[config.mk]
export PLATFORM = sky130hd
export DESIGN_NAME = load_store_unit
export DESIGN_NICKNAME = d
export VERILOG_FILES = /design/src/rtl/lsu_pkg.sv /design/src/rtl/lsu_lane_align.sv /design/src/rtl/load_store_unit.sv
export SDC_FILE = /design/constraint.sdc
export NUM_CORES = 1
export LEC_CHECK = 0
export ABC_AREA = 0
export BUFFER_PORTS_ARGS = -buffer_cell sky130_fd_sc_hd__buf_2
export CORE_MARGIN = 2
export CORE_UTILIZATION = 45
export DETAILED_ROUTE_END_ITERATION = 6
export PLACE_DENSITY = 0.75
export SYNTH_ARGS = -nofsm -noshare
export SYNTH_HDL_FRONTEND = slang
export SYNTH_SLANG_ARGS = --single-unit
[constraint.sdc]
create_clock -name clock -period 5.1 [get_ports clock]
set_clock_uncertainty 0.05 [all_clocks]
set_input_delay 1.02 -clock clock [delete_from_list [all_inputs] [get_ports clock]]
set_output_delay 1.02 -clock clock [all_outputs]
set_load 0.02 [all_outputs]
[src/rtl/lsu_pkg.sv]
// Shared encodings, widths and the alignment rule for the load/store unit.
package lsu_pkg;

  localparam int ADDR_W  = 13;
  localparam int WADDR_W = 11;
  localparam int DATA_W  = 32;

  typedef enum logic [1:0] {
    SIZE_BYTE = 2'b00,
    SIZE_HALF = 2'b01,
    SIZE_WORD = 2'b10,
    SIZE_RSVD = 2'b11
  } size_e;

  typedef enum logic [1:0] {
    ST_IDLE  = 2'b00,
    ST_READ  = 2'b01,
    ST_WRITE = 2'b10,
    ST_RESP  = 2'b11
  } state_e;

  // Reserved size, or a halfword/word whose low address bits are not aligned.
  function automatic logic access_error(input logic [1:0] size, input logic [1:0] offset);
    logic bad;
    bad = 1'b0;
    case (size)
      SIZE_HALF: bad = offset[0];
      SIZE_WORD: bad = (offset != 2'b00);
      SIZE_RSVD: bad = 1'b1;
      default:   bad = 1'b0;
    endcase
    return bad;
  endfunction

endpackage

[src/rtl/lsu_lane_align.sv]
// Little-endian lane extraction for loads and lane merge for sub-word stores.
module lsu_lane_align
  import lsu_pkg::*;
(
  input  logic [DATA_W-1:0] mem_word,
  input  logic [DATA_W-1:0] store_data,
  input  logic [1:0]        size,
  input  logic [1:0]        offset,
  input  logic              sign_ext,
  output logic [DATA_W-1:0] load_data,
  output logic [DATA_W-1:0] merge_data
);

  logic [DATA_W-1:0] shifted;
  logic [3:0]        lane_sel;

  assign shifted = mem_word >> {offset, 3'b000};

  always_comb begin
    load_data = shifted;
    case (size)
      SIZE_BYTE: load_data = {{24{sign_ext & shifted[7]}}, shifted[7:0]};
      SIZE_HALF: load_data = {{16{sign_ext & shifted[15]}}, shifted[15:0]};
      default:   load_data = mem_word;
    endcase
  end

  // Byte stores replicate wdata[7:0], half stores wdata[15:0]; unselected lanes keep memory.
  genvar gi;
  generate
    for (gi = 0; gi < 4; gi++) begin : g_lane
      logic [7:0] src_byte;

      always_comb begin
        lane_sel[gi] = 1'b1;
        src_byte     = store_data[8*gi +: 8];
        case (size)
          SIZE_BYTE: begin
            lane_sel[gi] = (offset == 2'(gi));
            src_byte     = store_data[7:0];
          end
          SIZE_HALF: begin
            lane_sel[gi] = (offset[1] == 1'((gi >> 1) & 1));
            src_byte     = store_data[8*(gi % 2) +: 8];
          end
          default: begin
            lane_sel[gi] = 1'b1;
            src_byte     = store_data[8*gi +: 8];
          end
        endcase
      end

      assign merge_data[8*gi +: 8] = lane_sel[gi] ? src_byte : mem_word[8*gi +: 8];
    end
  endgenerate

endmodule

[src/rtl/load_store_unit.sv]
// Load/store unit: single outstanding access, read-modify-write for sub-word stores.
module load_store_unit
  import lsu_pkg::*;
(
  input  logic               clock,
  input  logic               reset_n,
  input  logic               req_valid,
  output logic               req_ready,
  input  logic               req_write,
  input  logic [1:0]         req_size,
  input  logic               req_signed,
  input  logic [ADDR_W-1:0]  req_addr,
  input  logic [DATA_W-1:0]  req_wdata,
  output logic               resp_valid,
  output logic [DATA_W-1:0]  resp_rdata,
  output logic               resp_err,
  output logic [WADDR_W-1:0] mem_address,
  output logic [DATA_W-1:0]  mem_in_data,
  output logic               mem_write,
  output logic               mem_read,
  input  logic [DATA_W-1:0]  mem_out_data
);

  state_e            state_reg;
  logic              write_reg;
  logic [1:0]        size_reg;
  logic              signed_reg;
  logic [ADDR_W-1:0] addr_reg;
  logic [DATA_W-1:0] wdata_reg;
  logic              err_reg;

  logic              req_err;
  logic [DATA_W-1:0] load_data;
  logic [DATA_W-1:0] merge_data;

  assign req_err = access_error(req_size, req_addr[1:0]);

  always_ff @(posedge clock or negedge reset_n) begin
    if (!reset_n) begin
      state_reg  <= ST_IDLE;
      write_reg  <= 1'b0;
      size_reg   <= 2'b00;
      signed_reg <= 1'b0;
      addr_reg   <= '0;
      wdata_reg  <= '0;
      err_reg    <= 1'b0;
    end else begin
      case (state_reg)
        ST_IDLE: begin
          if (req_valid) begin
            write_reg  <= req_write;
            size_reg   <= req_size;
            signed_reg <= req_signed;
            addr_reg   <= req_addr;
            wdata_reg  <= req_wdata;
            err_reg    <= req_err;
            if (req_err)
              state_reg <= ST_RESP;
            else if (req_write && req_size == SIZE_WORD)
              state_reg <= ST_WRITE;
            else
              state_reg <= ST_READ;
          end
        end
        // Sub-word stores pass through READ to fetch the word they merge into.
        ST_READ:  state_reg <= write_reg ? ST_WRITE : ST_RESP;
        ST_WRITE: state_reg <= ST_RESP;
        default:  state_reg <= ST_IDLE;
      endcase
    end
  end

  lsu_lane_align u_lane_align (
    .mem_word   (mem_out_data),
    .store_data (wdata_reg),
    .size       (size_reg),
    .offset     (addr_reg[1:0]),
    .sign_ext   (signed_reg),
    .load_data  (load_data),
    .merge_data (merge_data)
  );

  // Everything below is decoded from the state so reset takes effect without a clock.
  assign req_ready   = (state_reg == ST_IDLE);
  assign mem_read    = (state_reg == ST_READ);
  assign mem_write   = (state_reg == ST_WRITE);
  assign resp_valid  = (state_reg == ST_RESP);
  assign resp_err    = resp_valid & err_reg;
  assign resp_rdata  = (resp_valid && !err_reg && !write_reg) ? load_data : '0;
  assign mem_address = (mem_read || mem_write) ? addr_reg[ADDR_W-1:2] : '0;
  assign mem_in_data = mem_write ? merge_data : '0;

endmodule

; ---- Word-level counts from Yosys, hierarchy flattened
; Index checks and enable logic that the tools add are counted.
[totals]
output_inout_bits = 80
reg_bits = 52
[classes]
n_reduce_logical = 12
eq_ne = 11
n_bitwise = 4
shift = 1
n_mux = 21
[op_table]
columns = operator, n
row1 = 2-to-1 mux 32 bit, 2
row2 = case mux 32 bit (2 select lines), 1
row3 = 2-to-1 mux 8 bit, 6
row4 = >> shifter 32 x 5 -> 16 bit, 1
row5 = case mux 8 bit (2 select lines), 1
row6 = equality test 2 bit (second input constant), 6
row7 = 2-to-1 mux 11 bit, 1
row8 = equality test 2 x 1 -> 1 bit (second input constant), 4
row9 = case mux 1 bit (2 select lines), 4
row10 = logical NOT 2 bit, 3
row11 = 2-to-1 mux 2 bit, 3
row12 = case mux 2 bit (3 select lines), 1
row13 = bitwise AND 1 bit, 3
row14 = logical AND 1 bit, 3
row15 = case mux 1 bit (3 select lines), 1
row16 = logical NOT 1 bit, 2
row17 = != test 2 bit (second input constant), 1
row18 = AND reduction 2 bit, 1
row19 = nonzero test 2 bit, 1
row20 = OR reduction 2 bit, 1
row21 = logical OR 1 bit, 1
row22 = 2-to-1 mux 1 bit, 1
row23 = NOT 1 bit, 1

; ---- Longest topological paths before layout
[depth]
word_depth = 6
mapped_depth = 7
mapped_depth_nobuf = 5

; ---- Modules after synthesis
; Synthesis repeated with hierarchy kept, for this count alone.
[hier_totals]
hier_cells = 466
area_unflattened_um2 = 4146.5
[modules_own_cells]
columns = mod, n_inst, area_each_um2, cells_per_inst
row1 = load_store_unit, 1, 2642.5, 216
row2 = lsu_lane_align, 1, 1503.9, 250

; ---- Worst setup path after synthesis
; OpenSTA, ideal clock, no wires.
[synth_path]
path_type = input port to output port
start = in mem_out_data[31]
end = out resp_rdata[21]
setup_slack_ps = 2085
arrival_time_ps = 1945
cell_stages = 5
path_buffers = 1
t_required_ps = 4030
cell_sequence = nand2b_4 > a311oi_2 > o211ai_2 > buf_6 > a21oi_2
[synth_between]
elab_chain_len = 4
[synth_lines]
columns = item, line
row1 = "start, declared", load_store_unit.sv:21  ; input logic [DATA_W-1:0] mem_out_data
row2 = >> shifter 32 x 5 -> 16 bit *, lsu_lane_align.sv:17  ; assign shifted = mem_word >> {offset, 3'b000};
row3 = "bitwise AND 1 bit, on equally long branches", "lsu_lane_align.sv:23, lsu_lane_align.sv:22"
row4 = case mux 32 bit (2 select lines) *, lsu_lane_align.sv:21  ; case (size)
row5 = 2-to-1 mux 32 bit *, load_store_unit.sv:89  ; assign resp_rdata = (resp_valid && !err_reg && !write_reg) ? load_data : '0;
row6 = "end, declared", load_store_unit.sv:15  ; output logic [DATA_W-1:0] resp_rdata,
; Every way passes the cells marked *; elsewhere a longest branch is shown, timed or not.

; ---- Worst setup path after layout
[layout_path]
start = reg addr_reg[0]
end = out mem_in_data[30]
[layout_between]
elab_chain_len = 4
[layout_lines]
columns = item, line
row1 = "start, declared", load_store_unit.sv:28  ; logic [ADDR_W-1:0] addr_reg;
row2 = "start signal, assigned", load_store_unit.sv:54  ; addr_reg <= req_addr;
row3 = equality test 2 bit, lsu_lane_align.sv:39  ; lane_sel[gi] = (offset == 2'(gi));
row4 = case mux 1 bit (2 select lines), lsu_lane_align.sv:37  ; case (size)
row5 = 2-to-1 mux 8 bit, lsu_lane_align.sv:53  ; assign merge_data[8*gi +: 8] = lane_sel[gi] ? src_byte : mem_word[8*gi +: 8];
row6 = 2-to-1 mux 32 bit, load_store_unit.sv:91  ; assign mem_in_data = mem_write ? merge_data : '0;
row7 = "end, declared", load_store_unit.sv:18  ; output logic [DATA_W-1:0] mem_in_data,
; Every way passes these cells.

==> metrics.yaml <==
run_status:
  status: "finished, final reports clean"
timing:
  finalSetupViolations: 0
  max_freq_mhz: 251
  min_period_ns: 3.99
  worstMarginPinSlew_ns: 1.18
  timing.slew.headroom: 0.210
  whs_ns: 0.457
  rsz0062_at_grt: "false"
  finalHoldViolCount: 0
  tns_ns: 0
  finalCritPeriodShare: 0.782
  final_max_slew_viol_count: 0
yosys:
  synth_fp_nets: 497
  synth_top_cell_area_share: 0.324
  yosys_warnings: 0
  synthXorXnorAreaFrac: 0
  synth_edf_count: 0
  avgSynthCellArea_sq_um: 9.81
  yosys_most_used_dff: "dfrtp_1"
  synth_mux_area_frac: 0.275
  synth-simple-area-share: 0.150
  synth_compound_area_frac: 0.186
  synth_area_sq_mm: 0.00401
  yosys.area.top_type: "dfrtp_1"
  synth_top_family_by_area: "multiplexers"
  ys_seq_area_frac: 0.324
  synthArstFlopShare: 1.00
  yosys-top-cells-area: "dfrtp_1 (32%), mux2_2 (18%), mux2i_1 (9.5%)"
  ys_types: 43
  syn_inst: 409
  synth-seq-cells: 52
  synthAdderAreaFrac: 0.0125
clocking:
  post_cts_resized: 0
  cts_setup_buffers: 0
  cts.sinks: 52
  clk_latency_ns: 0.30
  cts.path.max_buffers: 2
  cts_made_buffers: 5
  root_buffer: "clkbuf_8"
  cts_tree: "built"
  hold_buffers: 0
  h-tree-depth: 2
  clk_pin_slew_ns: 0.10
routing:
  wire_per_inst_um: 17.4
  drtPass1Iterations: 5
  totalWireLength_mm: 11.4
  drt_iter0_drc: 116
  drtAntennaViolNets: 0
  drc: 0
  avgViaCountPerCell: 5.46
  vias: 3579
pwr:
  p_per_area_mw_per_mm2: 656
  p_leak_nw: 2.54
  ir_drop_uv: 433
placement:
  io_buffers: 163
  place.gp.congestion: 0.944
  place_hpwl_mm: 8.80
final_layout:
  syn_to_final_growth_pct: 21.6
  layout_commonest_cell: "buf_2"
  n_antenna_cell: 0
  fin_nets: 634
  final_cell_mix: "buf_2 (163), mux2_2 (63), dfrtp_1 (51)"
  fill_cells: 780
  drive_above_1_share: 0.481
  largest_register_ffs: 32
global_route:
  grt_start_max_net_pins: 53
  grt.total_usage: 0.228
  first_global_vias: 3503
  grt_overflow: 0
  antenna_found_initial: 0
  grt_pass1_wl_mm: 18.2
floorplanning:
  core-area_sq_mm: 0.00868
  rows: 34
  die_area_sq_mm: 0.00969
  fp.dieH_um: 98.4
  die_w_um: 98.4
  ios: 164
  initial_utilization: 0.462
worst_hold_path:
  hold_path_startpoint: "addr_reg[3]"
  hold_depth: 1
  hold_path.class: "reg2reg"
  holdPathEnd: "addr_reg[3]"
worst_setup_path:
  cp_max_fo: 24
  cpMaxStageDelayCell: "dfrtp_1"
  regToRegStartpoint: "state_reg[0]"
  start_kind: "flop"
  worst_ep_required_time_ns: 4.03
  cp.arrival_ns: 2.92
  r2r_end: "wdata_reg[2]"
  reg2reg_depth: 4
  crit_buf_inv: 1
  cp_cell_sequence: "nor2_1 > o21bai_1 > mux2i_1 > nor2b_1 > buf_2"
  crit_type: "reg2out"
  path_delay_family: "flip-flops"
  cp-end-kind: "output pin"
  r2r_setup_slack_ns: 2.89
  slowest_delay_ns: 1.02
job:
  maxCapViolations: 0
-- logic make-up after synthesis --
| group | count (synthesis) |
|---|---|
| AO/OA/AOI/OAI | 98 |
| adder cells (fa/ha/maj) | 4 |
| buffers and inverters | 39 |
| flip-flops | 52 |
| multiplexers | 102 |
| AND/OR/NAND/NOR | 114 |
-- Yosys cell counts (all sizes together), types with 4 or more instances --
| cell type | count |
|---|---|
| a221oi | 7 |
| o211a | 16 |
| nor2 | 13 |
| inv | 5 |
| buf | 23 |
| mux2i | 38 |
| clkbuf | 11 |
| nand2b | 12 |
| nand3 | 9 |
| o221a | 7 |
| ha | 4 |
| o21bai | 9 |
| a21oi | 34 |
| nand2 | 36 |
| nor2b | 18 |
| and2 | 20 |
| o21ai | 18 |
| dfrtp | 52 |
| mux2 | 64 |
-- power breakdown --
| part | leakage, nW | total, W | internal, W | switching [W] |
|---|---|---|---|---|
| clock | 0.0485 | 0.000240 | 0.0000987 | 0.000141 |
| combinational | 1.88 | 0.00204 | 0.000913 | 0.00113 |
| sequential | 0.613 | 0.000913 | 0.000622 | 0.000291 |
-- worst max-delay path by stage --
stage	depth (start not counted)	startpoint	end	slack, ns
4_1_cts	5	addr_reg[0]	resp_rdata[17]	1.13
3_5_place_dp	6	mem_out_data[23]	resp_rdata[17]	1.45
2_1_floorplan	5	mem_out_data[31]	resp_rdata[21]	2.09
3_3_place_gp	5	addr_reg[0]	mem_in_data[30]	1.57
5_1_grt	5	addr_reg[0]	resp_rdata[18]	0.91
6_report	5	addr_reg[0]	mem_in_data[30]	1.11
-- worst reg2reg max path, cell delays in order (launching register included) --
cell and delay, ns:
dfrtp_1 0.39, inv_1 0.08, ha_1 0.26, nand2_2 0.87
mux2_2 0.44
-- layer usage --
metal | part of all wire | wire (um) | GRT usage
met5 | 0 | 0 | 0
met3 | 0.063 | 714 | 0.0362
met4 | 0.020 | 226 | 0.0580
met1 | 0.46 | 5210 | 0.326
met2 | 0.46 | 5270 | 0.364
-- through the flow --
step / area [sq um] / instances / total power, W / setup slack [ns] / util
2_1_floorplan: 4010 / 409 / 0.00246 / 2.09 / -
3_3_place_gp: 4780 / 647 / 0.00291 / 1.57 / 0.551
3_5_place_dp: 4780 / 647 / 0.00296 / 1.45 / 0.551
4_1_cts: 4880 / 655 / 0.00320 / 1.13 / 0.562
5_1_grt: 4880 / 655 / 0.00344 / 0.906 / 0.562
6_report: 4880 / 655 / 0.00320 / 1.11 / 0.562
-- area by class of cell --
class | count | area [sq um] | area share
multi-input combinational | 318 | 2500 | 0.514
sequential | 52 | 1300 | 0.267
timing repair buffer | 164 | 823 | 0.169
tap | 108 | 135 | 0.0277
clock buffer | 5 | 68.8 | 0.0141
clock inverter | 3 | 22.5 | 0.00462
inverter | 5 | 18.8 | 0.00385
No activity file was read; power rests on OpenSTA's default activity.
